`src/rtl/seq_gen_1011_if.sv`:
```
// seq_gen_1011_if: word handshake plus framed serial output of the 1011 frame transmitter
interface seq_gen_1011_if #(
    parameter int WIDTH = 8
);
    logic [WIDTH-1:0] data_in;
    logic             data_valid;
    logic             data_ready;
    logic             out_bit;
    logic             out_valid;
    logic             frame_done;

    modport master (
        output data_in, data_valid,
        input  data_ready, out_bit, out_valid, frame_done
    );

    modport slave (
        input  data_in, data_valid,
        output data_ready, out_bit, out_valid, frame_done
    );
endinterface

```
`src/rtl/seq_gen_1011.sv`:
```
// seq_gen_1011: sends each accepted word as a 1011 sync header, data MSB-first,
// optional even parity and GAP_BITS idle guard cycles.
// Define SEQ_GEN_PARITY_EN to append the even-parity bit after the data.
module seq_gen_1011 #(
    parameter int WIDTH    = 8,
    parameter int GAP_BITS = 0
) (
    input logic          clk_i,
    input logic          reset_n_i,
    seq_gen_1011_if.slave bus
);
    localparam int M1   = WIDTH > 4 ? WIDTH : 4;
    localparam int MAXV = M1 > GAP_BITS ? M1 : GAP_BITS;
    localparam int CW   = $clog2(MAXV + 1);
    localparam logic [3:0]    SYNC_PAT = 4'b1011;
    localparam logic [CW-1:0] ONE      = CW'(1);
    localparam logic [CW-1:0] SYNC_LD  = CW'(3);
    localparam logic [CW-1:0] DATA_LD  = CW'(WIDTH - 1);
    localparam logic [CW-1:0] GAP_LD   = CW'(GAP_BITS > 0 ? GAP_BITS - 1 : 0);

    typedef enum logic [2:0] {IDLE, SYNC, DATA, PARITY, GAP} state_t;

    localparam state_t POST_ST = GAP_BITS > 0 ? GAP : IDLE;

    state_t           state_q, state_d;
    logic [CW-1:0]    cnt_q, cnt_d;
    logic [WIDTH-1:0] sh_q, sh_d;
    logic             out_bit_q, out_bit_d;
    logic             out_valid_q, out_valid_d;
    logic             frame_done_q, frame_done_d;
    logic             par_bit;
`ifdef SEQ_GEN_PARITY_EN
    logic             par_q, par_d;
`endif

    assign bus.data_ready = (state_q == IDLE);
    assign bus.out_bit    = out_bit_q;
    assign bus.out_valid  = out_valid_q;
    assign bus.frame_done = frame_done_q;

    // Next state, counter reload/countdown and the outputs for the cycle being entered
    always_comb begin
        state_d = state_q;
        cnt_d   = cnt_q;
        sh_d    = sh_q;
`ifdef SEQ_GEN_PARITY_EN
        par_d   = par_q;
`endif
        case (state_q)
            IDLE: if (bus.data_valid) begin
                state_d = SYNC;
                cnt_d   = SYNC_LD;
                sh_d    = bus.data_in;
`ifdef SEQ_GEN_PARITY_EN
                par_d   = ^bus.data_in;
`endif
            end
            SYNC: if (cnt_q == '0) begin
                state_d = DATA;
                cnt_d   = DATA_LD;
            end else begin
                cnt_d = cnt_q - ONE;
            end
            DATA: if (cnt_q == '0) begin
`ifdef SEQ_GEN_PARITY_EN
                state_d = PARITY;
                cnt_d   = '0;
`else
                state_d = POST_ST;
                cnt_d   = GAP_LD;
`endif
            end else begin
                cnt_d = cnt_q - ONE;
                sh_d  = sh_q << 1;
            end
`ifdef SEQ_GEN_PARITY_EN
            PARITY: begin
                state_d = POST_ST;
                cnt_d   = GAP_LD;
            end
`endif
            GAP: if (cnt_q == '0) begin
                state_d = IDLE;
                cnt_d   = '0;
            end else begin
                cnt_d = cnt_q - ONE;
            end
            default: begin
                state_d = IDLE;
                cnt_d   = '0;
            end
        endcase
`ifdef SEQ_GEN_PARITY_EN
        par_bit      = (state_d == PARITY) & par_d;
        frame_done_d = (state_d == PARITY);
`else
        par_bit      = 1'b0;
        frame_done_d = (state_d == DATA) && (cnt_d == '0);
`endif
        out_valid_d = state_d inside {SYNC, DATA, PARITY};
        out_bit_d   = (state_d == SYNC) ? SYNC_PAT[cnt_d[1:0]] :
                      (state_d == DATA) ? sh_d[WIDTH-1] : par_bit;
    end

    // State, datapath and registered serial outputs; reset aborts any frame at once
    always_ff @(posedge clk_i or negedge reset_n_i) begin
        if (!reset_n_i) begin
            state_q      <= IDLE;
            cnt_q        <= '0;
            sh_q         <= '0;
            out_bit_q    <= 1'b0;
            out_valid_q  <= 1'b0;
            frame_done_q <= 1'b0;
`ifdef SEQ_GEN_PARITY_EN
            par_q        <= 1'b0;
`endif
        end else begin
            state_q      <= state_d;
            cnt_q        <= cnt_d;
            sh_q         <= sh_d;
            out_bit_q    <= out_bit_d;
            out_valid_q  <= out_valid_d;
            frame_done_q <= frame_done_d;
`ifdef SEQ_GEN_PARITY_EN
            par_q        <= par_d;
`endif
        end
    end
endmodule

```
`src/flat_wrapper.sv`:
```
// flat-port wrapper written by rule: the top's interface ports become plain ports
module seq_gen_1011_flat 
#(
    parameter int WIDTH    = 8,
    parameter int GAP_BITS = 0
)
  (clk_i, reset_n_i, bus_data_in, bus_data_valid, bus_data_ready, bus_out_bit, bus_out_valid, bus_frame_done);
  seq_gen_1011_if #(.WIDTH(WIDTH)) bus_i ();
  input logic clk_i;
  input logic reset_n_i;
  input wire logic [$bits(bus_i.data_in)-1:0] bus_data_in;
  input wire logic [$bits(bus_i.data_valid)-1:0] bus_data_valid;
  output wire logic [$bits(bus_i.data_ready)-1:0] bus_data_ready;
  output wire logic [$bits(bus_i.out_bit)-1:0] bus_out_bit;
  output wire logic [$bits(bus_i.out_valid)-1:0] bus_out_valid;
  output wire logic [$bits(bus_i.frame_done)-1:0] bus_frame_done;
  assign bus_i.data_in = bus_data_in;
  assign bus_i.data_valid = bus_data_valid;
  assign bus_data_ready = bus_i.data_ready;
  assign bus_out_bit = bus_i.out_bit;
  assign bus_out_valid = bus_i.out_valid;
  assign bus_frame_done = bus_i.frame_done;
  seq_gen_1011 #(.WIDTH(WIDTH), .GAP_BITS(GAP_BITS)) u_core (.clk_i(clk_i), .reset_n_i(reset_n_i), .bus(bus_i));
endmodule
```
`config.mk`:
```
export PLATFORM = sky130hd
export DESIGN_NAME = seq_gen_1011_flat
export DESIGN_NICKNAME = d
export VERILOG_FILES = /design/src/rtl/seq_gen_1011_if.sv /design/src/rtl/seq_gen_1011.sv /design/src/flat_wrapper.sv
export SDC_FILE = /design/constraint.sdc
export NUM_CORES = 1
export LEC_CHECK = 0
export CORE_UTILIZATION = 40
export DETAILED_ROUTE_END_ITERATION = 8
export SYNTH_ARGS = -nofsm -noshare
export SYNTH_HDL_FRONTEND = slang
export SYNTH_SLANG_ARGS = --single-unit
export TNS_END_PERCENT = 10
```
`constraint.sdc`:
```
create_clock -name clk_i -period 2.2 [get_ports clk_i]
set_input_delay 0.22 -clock clk_i [delete_from_list [all_inputs] [get_ports clk_i]]
set_output_delay 0.22 -clock clk_i [all_outputs]
set_load 0.05 [all_outputs]
```
==> results_dict.tcl, run 1 <==
set metrics [dict create \
    ff2ff_setup_slack_ps 390 \
    p_per_area_mw_per_mm2 1460 \
    synth_nets 108 \
    initial_core_util_pct 43.0 \
    synth_area_um2 970 \
    final_nets 125 \
    routedWlPerCell_um 13.0 \
    synth.avg_cell_area_um2 10.0 \
    wirelength_um 1840 \
    path_buf_inv 0 \
    critPathLaunchType "flop" \
    initialDrtViolationCount 17 \
    dp_hpwl_um 1380 \
    critPathTopFamily "flip-flops" \
    fin_crit_sh_pct 82.3 \
    reg2regPathDepth 5 \
    cts_tree "yes" \
    setup_viol 0 \
    synth_top_cell_by_area "dfrtp_1" \
    p_switching_mw 0.750 \
    cts_max_path_buffers 2 \
    p_clk_share_pct 11.6 \
    portBuffers 14 \
    drv_slew 0 \
    regToRegEndpoint "u_core.bus.out_bit" \
    pwr-share-comb_pct 51.5 \
    dp.cells 137 \
    synth_seq_cells 18 \
    p_sw_share_pct 44.1 \
    vias_per_cell 5.37 \
    clkSlewWorstSetupHoldPaths_ps 100 \
    synthTopCellsByArea "dfrtp_1, nand2_1, a22oi_1" \
    intPower_mw 0.952 \
    dr_total_vias 757 \
    cp_data_required_time_ps 2380 \
    drtPass1Iterations 4 \
    min_path_type "input port to async pin" \
    grt_usage_pct 15.8 \
    syn2layout_area_growth_pct 20.3 \
    maxCapViolCount 0 \
    die_h_um 51.2 \
    antenna_found_initial 0 \
    seq_power_share_pct 36.9 \
    grt.overflow.total 0 \
    gp_congestion 0.850 \
    crit_chain "xnor2_1 > or4_1 > a21oi_2 > o21ai_1 > a22o_1" \
    skew_ps 2.32 \
    relSlewSlack_pct 66.7 \
    grt_pass1_wl_um 3040 \
    n_antenna_cell 0 \
    ant_nets 0 \
    core_area_mm2 0.00225 \
    rsz0062_at_grt "false" \
    leakagePower_nw 0.504 \
    max_slew.worst_pin.slew_ps 498 \
    setup_tns_ps 0 \
    ys_warn_count 0 \
    htree_levels 1 \
    outcome "finished clean" \
    ir_drop_mv 0.668 \
    grt_pass1_vias 708 \
    cp_data_arrival_time_ps 1990 \
    insertion_delay_ps 280 \
    numClockSinks 18 \
    cts_buffers 3 \
    netlist_instances 97 \
    floorplan.die_area_mm2 0.00263 \
    cpPeakStageDelay_ps 650 \
    root_buffer "clkbuf_4" \
    path_class "flop to flop" \
    finalHoldViolCount 0 \
    crit_fanout 14 \
    ios 15 \
    drc 0 \
    setup.worst_path.end_class "flop" \
    die_x_um 51.2 \
    synth_top_area_share_pct 46.5 \
    layout-drive-gt1-share_pct 15.9 \
    instances_no_fill 141 \
    grt_start_max_net_pins 19 \
    ys_seq_area_share_pct 46.5 \
    rows 17 \
    slowest_stage "dfrtp_1" \
    synth_cell_types 36 \
    r2r_start "u_core.state_q[2]" \
    period_needed_ps 1810 \
    fin_util_pct 51.7 \
    max_freq_mhz 552 \
]
-- power by group through the flow --
| stage | clock [mW] | sequential (mW) | combinational, mW |
|---|---|---|---|
| after floorplan | 0 | 0.639 | 0.673 |
| after CTS | 0.205 | 0.628 | 0.889 |
| after global placement | 0 | 0.632 | 0.882 |
| after detailed placement | 0 | 0.637 | 0.885 |
| final | 0.198 | 0.628 | 0.876 |
| after global routing | 0.218 | 0.652 | 0.964 |
-- cell usage after synthesis, drive strengths merged --
| cell | number |
|---|---|
| dfrtp | 18 |
| o311a | 1 |
| inv | 2 |
| nor3 | 4 |
| o31ai | 1 |
| nand3b | 1 |
| a21oi | 1 |
| nand2b | 4 |
| nor4b | 3 |
| xnor2 | 2 |
| or3 | 1 |
| a21o | 1 |
| or4 | 1 |
| buf | 4 |
| o21ai | 7 |
| and2 | 2 |
| a22o | 1 |
| nor4 | 4 |
| a22oi | 7 |
| or2 | 1 |
| nor2 | 6 |
| a21boi | 2 |
| a211o | 1 |
| nor2b | 1 |
| a32oi | 1 |
| clkbuf | 1 |
| nand2 | 19 |
-- cell usage in the layout, fill, tap and decap left out, types with 2 or more instances in the layout --
cell | synthesis | routed
nand2_1 | 19 | 19
and2_1 | 2 | 2
a22oi_1 | 6 | 6
xnor2_1 | 2 | 2
o21ai_1 | 2 | 2
clkdlybuf4s50_1 | 0 | 13
o21ai_0 | 4 | 4
nor4_1 | 3 | 3
inv_1 | 2 | 2
nor4b_1 | 2 | 2
nand2b_1 | 4 | 4
nor3_2 | 3 | 3
clkbuf_4 | 0 | 3
dfrtp_1 | 18 | 18
buf_4 | 1 | 3
nor2_1 | 6 | 6
-- metrics by stage --
step | power (mW) | hold slack [ps] | worst slack [ps] | cell area (um2)
after floorplan | 1.31 | -75.6 | 249 | 970
after global placement | 1.51 | 466 | 384 | 1130
after detailed placement | 1.52 | 467 | 390 | 1130
after CTS | 1.72 | 248 | 54.4 | 1160
after global routing | 1.83 | 263 | 219 | 1170
final | 1.70 | 249 | 389 | 1170
-- logic make-up (layout without fill, tap and decap cells) --
| kind of cell | count (synthesis) | count (layout) | synth area share (%) |
|---|---|---|---|
| AND/OR/NAND/NOR | 47 | 47 | 28.6 |
| AO/OA/AOI/OAI | 23 | 23 | 18.2 |
| XOR/XNOR | 2 | 2 | 1.81 |
| buffers and inverters | 7 | 23 | 4.90 |
| flip-flops | 18 | 18 | 46.5 |
-- state kept, by name, summed over array words and instances (netlist names) --
name                   count
u_core.bus.frame_done      1
u_core.cnt_q               4
u_core.bus.out_valid       1
u_core.sh_q                8
u_core.bus.out_bit         1
u_core.state_q             3
-- worst register-to-register path, cell delays in order, from the launching register on --
cell,delay [ps]
dfrtp_1,650
xnor2_1,170
or4_1,450
a21oi_2,170
o21ai_1,80
a22o_1,190
-- worst max path at each step --
| stage | start | end | slack [ps] | depth (start not counted) |
|---|---|---|---|---|
| after detailed placement | u_core.state_q[1] | bus_data_ready | 390 | 2 |
| after floorplan | u_core.state_q[0] | u_core.bus.out_bit | 250 | 6 |
| after CTS | u_core.state_q[1] | bus_data_ready | 50 | 2 |
| final | u_core.state_q[2] | u_core.bus.out_bit | 390 | 5 |
| after global routing | u_core.cnt_q[0] | u_core.bus.frame_done | 220 | 5 |
| after global placement | u_core.cnt_q[0] | u_core.bus.frame_done | 380 | 5 |
-- area by class of cell --
class | count | area (um2)
fill | 228 | 1090
multi-input combinational | 72 | 472
sequential | 18 | 450
timing repair buffer | 17 | 165
clock buffer | 4 | 36.3
tap | 28 | 35.0
inverter | 2 | 7.51
-- metal layers --
| metal | part of all wire, % | vias to the layer above | global-route usage (%) |
|---|---|---|---|
| li1 | - | 378 | - |
| met2 | 48 | 18 | 25.7 |
| met1 | 48 | 359 | 20.8 |
| met5 | 0 | - | 0 |
| met4 | 0.93 | 0 | 8.11 |
| met3 | 3.6 | 2 | 1.79 |
-- repair_timing --
item / in CTS / in global routing
hold buffers: 0 / 0
gates resized for setup: 0 / 1
endpoints found under the setup margin: 0 / 1
setup buffers: 0 / 0
Power figures use the tool's default switching activity.
==> inputs of run 2 (changes only) <==
- clock period: 2.2 -> 1.7 ns (I/O delays scaled with it)
==> results_dict.tcl, run 2 (synthesis gave the netlist of run 1 again) <==
set metrics [dict create \
    outcome "finished clean" \
    fin_util_pct 58.7 \
    die_x_um 51.2 \
    crit_start "u_core.state_q[1]" \
    cp_data_arrival_time_ps 1840 \
    maxCapViolCount 0 \
    fin_crit_sh_pct 97.5 \
    root_buffer "clkbuf_4" \
    initial_core_util_pct 43.0 \
    path_class "flop to flop" \
    relSlewSlack_pct 66.5 \
    hold_slack_ps 198 \
    setup_viol 0 \
    n_antenna_cell 0 \
    highest_layer "met4" \
    portBuffers 14 \
    die_h_um 51.2 \
    layout-drive-gt1-share_pct 29.9 \
    finalPower_mw 2.56 \
    rsz0062_at_grt "true" \
    period_needed_ps 1660 \
    antenna_found_initial 0 \
    grt_pass1_wl_um 3510 \
    rows 17 \
    htree_levels 1 \
    gp_congestion 0.854 \
    drc 0 \
    reg_top3 "u_core.sh_q x8, u_core.cnt_q x4, u_core.state_q x3" \
    cts_max_path_buffers 2 \
    layout_common_cells "nand2_1, dfrtp_1, buf_4" \
    core_area_mm2 0.00225 \
    stdcell_area_mm2 0.00132 \
    n_fill_cell 212 \
    crit_fanout 7 \
    r2r_start "u_core.state_q[1]" \
    setup.worst_path.end_class "flop" \
    route.met3.wl_um 45 \
    ant_nets 0 \
    dp_hpwl_um 1580 \
    clkSlewWorstSetupHoldPaths_ps 90 \
    wirelength_um 2090 \
    largest_reg_flops 8 \
    grt_usage_pct 18.6 \
    ir_drop_mv 1.19 \
    cts_tree "yes" \
    regToRegEndpoint "u_core.bus.out_bit" \
    min_path_type "input port to async pin" \
    top_register "u_core.sh_q" \
    reg2regPathDepth 7 \
    ff2ff_setup_slack_ps 40 \
    cts_buffers 3 \
    grt_start_max_net_pins 19 \
    drtPass1Iterations 4 \
    layout_commonest_cell "nand2_1" \
    cp_data_required_time_ps 1880 \
    max_freq_mhz 603 \
    dr_wl_met2_um 876 \
    skew_ps 4.57 \
    ios 15 \
    syn2layout_area_growth_pct 36.4 \
    p_per_area_mw_per_mm2 1930 \
    critPathLaunchType "flop" \
    m1WireLength_um 1120 \
    numClockSinks 18 \
    cp-endpoint "u_core.bus.out_bit" \
    grt_pass1_vias 742 \
    max_slew.worst_pin.slew_ps 501 \
    drv_slew 0 \
    post_dp_cell_area_mm2 0.00128 \
    final_nets 140 \
    routedWlPerCell_um 13.5 \
    insertion_delay_ps 290 \
    vias_per_cell 5.23 \
    floorplan.die_area_mm2 0.00263 \
    setup_tns_ps 0 \
    grt.overflow.total 0 \
    leakagePower_nw 0.578 \
    finalHoldViolCount 0 \
    dr_total_vias 810 \
    initialDrtViolationCount 16 \
]
## run 2: metal layers
metal	up-vias	GRT usage, %
met3	5	1.79
met1	383	27.1
met2	12	26.8
met5	-	0
li1	410	-
met4	0	10.8
## run 2: layout make-up
class | instances | area, um2 | area share (%)
Sequential cell | 18 | 452 | 34.2
Timing Repair Buffer | 32 | 310 | 23.5
Multi-Input combinational cell | 72 | 495 | 37.5
Tap cell | 28 | 35.0 | 2.65
Inverter | 2 | 7.51 | 0.568
Clock buffer | 3 | 22.5 | 1.70
## run 2: power by group
| group | switching, mW | internal [mW] | total (mW) |
|---|---|---|---|
| Clock | 0.120 | 0.0824 | 0.202 |
| Combinational | 0.795 | 0.791 | 1.59 |
| Sequential | 0.158 | 0.610 | 0.768 |
| Total | 1.07 | 1.48 | 2.56 |
## run 2: how the worst min path moves through the flow
stage                            end
6_report              u_core.sh_q[7]
5_1_grt            u_core.state_q[0]
4_1_cts               u_core.sh_q[7]
3_5_place_dp          u_core.sh_q[3]
3_3_place_gp          u_core.sh_q[4]
2_1_floorplan  u_core.bus.frame_done
## run 2: timing repair
action	CTS	global route
hold endpoints to repair	0	0
buffers inserted	0	0
resized for setup	0	5
hold buffers	0	0
setup endpoints to repair	0	8
## run 2: worst max-delay path, stage by stage, from the launching register on
cell,delay (ps)
dfrtp_1,470
buf_12,160
nor3_4,40
and2_2,220
buf_12,140
a22oi_2,160
o21ai_1,110
a22o_1,260
## run 2: per-stage QoR
stage | worst slack [ps] | std cells
after floorplan | 8.28 | 97
after global placement | 46.5 | 152
after detailed placement | 42.8 | 152
after CTS | 7.06 | 155
after global routing | -25.2 | 155
final | 42.2 | 155
==> inputs of run 3 (changes only) <==
- ABC_AREA: unset -> 0
- CTS_BUF_LIST: unset -> sky130_fd_sc_hd__clkbuf_4 sky130_fd_sc_hd__clkbuf_8
==> results of run 3 <==
Final layout, timing and power as in run 2 (identical DEF).
==> variant, RTL diff (settings of run 1) <==
`sh_q` no longer has a reset.
--- a/src/rtl/seq_gen_1011.sv
+++ b/src/rtl/seq_gen_1011.sv
@@ -108,5 +108,4 @@
             state_q      <= IDLE;
             cnt_q        <= '0;
-            sh_q         <= '0;
             out_bit_q    <= 1'b0;
             out_valid_q  <= 1'b0;
@@ -118,5 +117,4 @@
             state_q      <= state_d;
             cnt_q        <= cnt_d;
-            sh_q         <= sh_d;
             out_bit_q    <= out_bit_d;
             out_valid_q  <= out_valid_d;
@@ -127,4 +125,8 @@
         end
     end
+
+    always_ff @(posedge clk_i) begin
+        sh_q <= sh_d;
+    end
 endmodule
 
Formal check against the unedited RTL: no difference found for any inputs over 10 cycles, from zero or initial values and one cycle with reset_n_i low; that may be too few to reach the edited logic, so the function may still have changed.
==> variant against run 1 <==
  * Maximum frequency down 3.7%
  * Wire length shrank 9.1%
  * Synthesized area down 9.5%
  * Critical endpoint unchanged
  * Sequential cell count is the same
  * Final area decreased by 9.3%
  * Power fell by 15%
  * Worst setup slack got worse by 0.070 ns
  * First-iteration DRC count down 29%
  * Critical path type unchanged
  * Utilization is 1.1 points higher
  * Largest power group unchanged
  * Die area is 9.2% lower
==> variant: results (changes against run 1) <==
Placed design
  – RD Place Congestion: 0.831 (-2.2%)
  – Cell Area, Placed: 0.00102 mm^2 (-9.4%)
  – Final HPWL DP: 1210 um (-13%)
  – Dpl ws: 0.349 ns (-0.0412 ns)

Synth
  – Async set-reset flop share out of synthesis: 0.556 (-0.444)
  – Mux share of post-synthesis cell area: 0.0114 (+0.0114)
  – Compound-Gate Fraction of Synth Area: 0.197 (+0.0149)
  – Sequential share of the synthesized area: 0.548 (+0.0833)
  – Area contributors post-synth: dfrtp_1 (29%), edfxtp_1 (24%), a22o_1 (8.0%)
  – Syn Area/Cell: 10.6 um^2 (+5.7%)
  – Synth top cells by count: dfrtp_1 (10), a22o_1 (8), nor2_1 (8), edfxtp_1 (7)
  – Post-synth net total: 94 (-13%)
  – XOR/XNOR Fraction of Synth Area: 0.00999 (-0.00808)

CTS
  – Clk Latency, worst-skew pair: 0.30 ns (+0.02 ns)

Cells and area
  – Share of layout cells above drive strength 1: 0.105 (-0.0540)
  – Fillers: 186 (-18%)
  – Layout Cells excl Fill: 122 (-13%)
  – Register area: 480 um^2 (+6.7%)

Global route
  – GRT Total Usage: 0.169 (+0.0108)
  – Vias in the first global route: 608 (-14%)

STA
  – Final min period: 1.88 ns (+0.0703 ns)
  – Slew @ Worst Pin: 0.489 ns (-0.00920 ns)
  – Final Skew: 0.00388 ns (+0.00156 ns)

Routing
  – Routed Wire Length: 1670 um (-9.1%)

Worst setup path
  – R2R setup slack: 0.32 ns (-0.07 ns)
  – Worst path arrival time: 2.07 ns (+0.08 ns)
  – Crit-path slowest cell: or4_1
  – Maximum fanout along the worst path: 7 (-7)

Pwr
  – Sw Ratio: 0.410 (-0.0308)
  – VDD IR max: 0.649 mV (-2.8%)

Run status
  – Status: completed
==> variant: changes by cell type after synthesis, sizes merged, moves of 4 or more <==
cell    delta
nand2b     -4
a22oi      -7
edfxtp     +7
dfrtp      -8
a22o       +7
nand2     -14
==> variant: how the worst min path moves through the flow <==
stage	from	to	slack, ns
floorplan	reset_n_i	u_core.bus.frame_done$_DFF_PN0_	-0.08
global placement	u_core.sh_q[7]$_DFF_P_	u_core.sh_q[7]$_DFF_P_	0.46
detailed placement	u_core.sh_q[7]$_DFF_P_	u_core.sh_q[7]$_DFF_P_	0.47
CTS	reset_n_i	u_core.cnt_q[3]$_DFF_PN0_	0.22
global route	reset_n_i	u_core.cnt_q[1]$_DFF_PN0_	0.25
finish	reset_n_i	u_core.cnt_q[3]$_DFF_PN0_	0.21
==> variant: area by class of cell <==
cell class,instances,area share
well taps,27,0.0320
inverters,5,0.0178
repair buffers,14,0.130
clock buffers,4,0.0343
flip-flops and latches,18,0.454
multi-input cells,54,0.331
==> variant: cell families after synthesis <==
group | Yosys count
AO/OA/AOI/OAI | 23
XOR/XNOR | 1
buffers and inverters | 11
flip-flops | 18
multiplexers | 1
AND/OR/NAND/NOR | 29
==> variant: power groups by stage <==
| stage | logic, mW | registers (mW) | clock network, mW |
|---|---|---|---|
| after CTS | 0.640 | 0.600 | 0.211 |
| after detailed placement | 0.637 | 0.607 | 0 |
| after global placement | 0.634 | 0.607 | 0 |
| after floorplan | 0.448 | 0.633 | 0 |
| final | 0.638 | 0.603 | 0.203 |
| after global routing | 0.708 | 0.624 | 0.226 |
==> variant: layer usage <==
layer | GRT usage | vias to the layer above | wire [um]
li1 | - | 327 | -
met1 | 0.229 | 305 | 816
met2 | 0.238 | 20 | 737
met3 | 0.0467 | 4 | 85
met4 | 0.103 | 0 | 31
met5 | 0 | - | 0
==> variant: critical path, delay by kind of cell, from the launching register on <==
family	cells	cell delay, ns
AND/OR/NAND/NOR	2	0.90
flip-flops	1	0.44
AO/OA/AOI/OAI	3	0.44
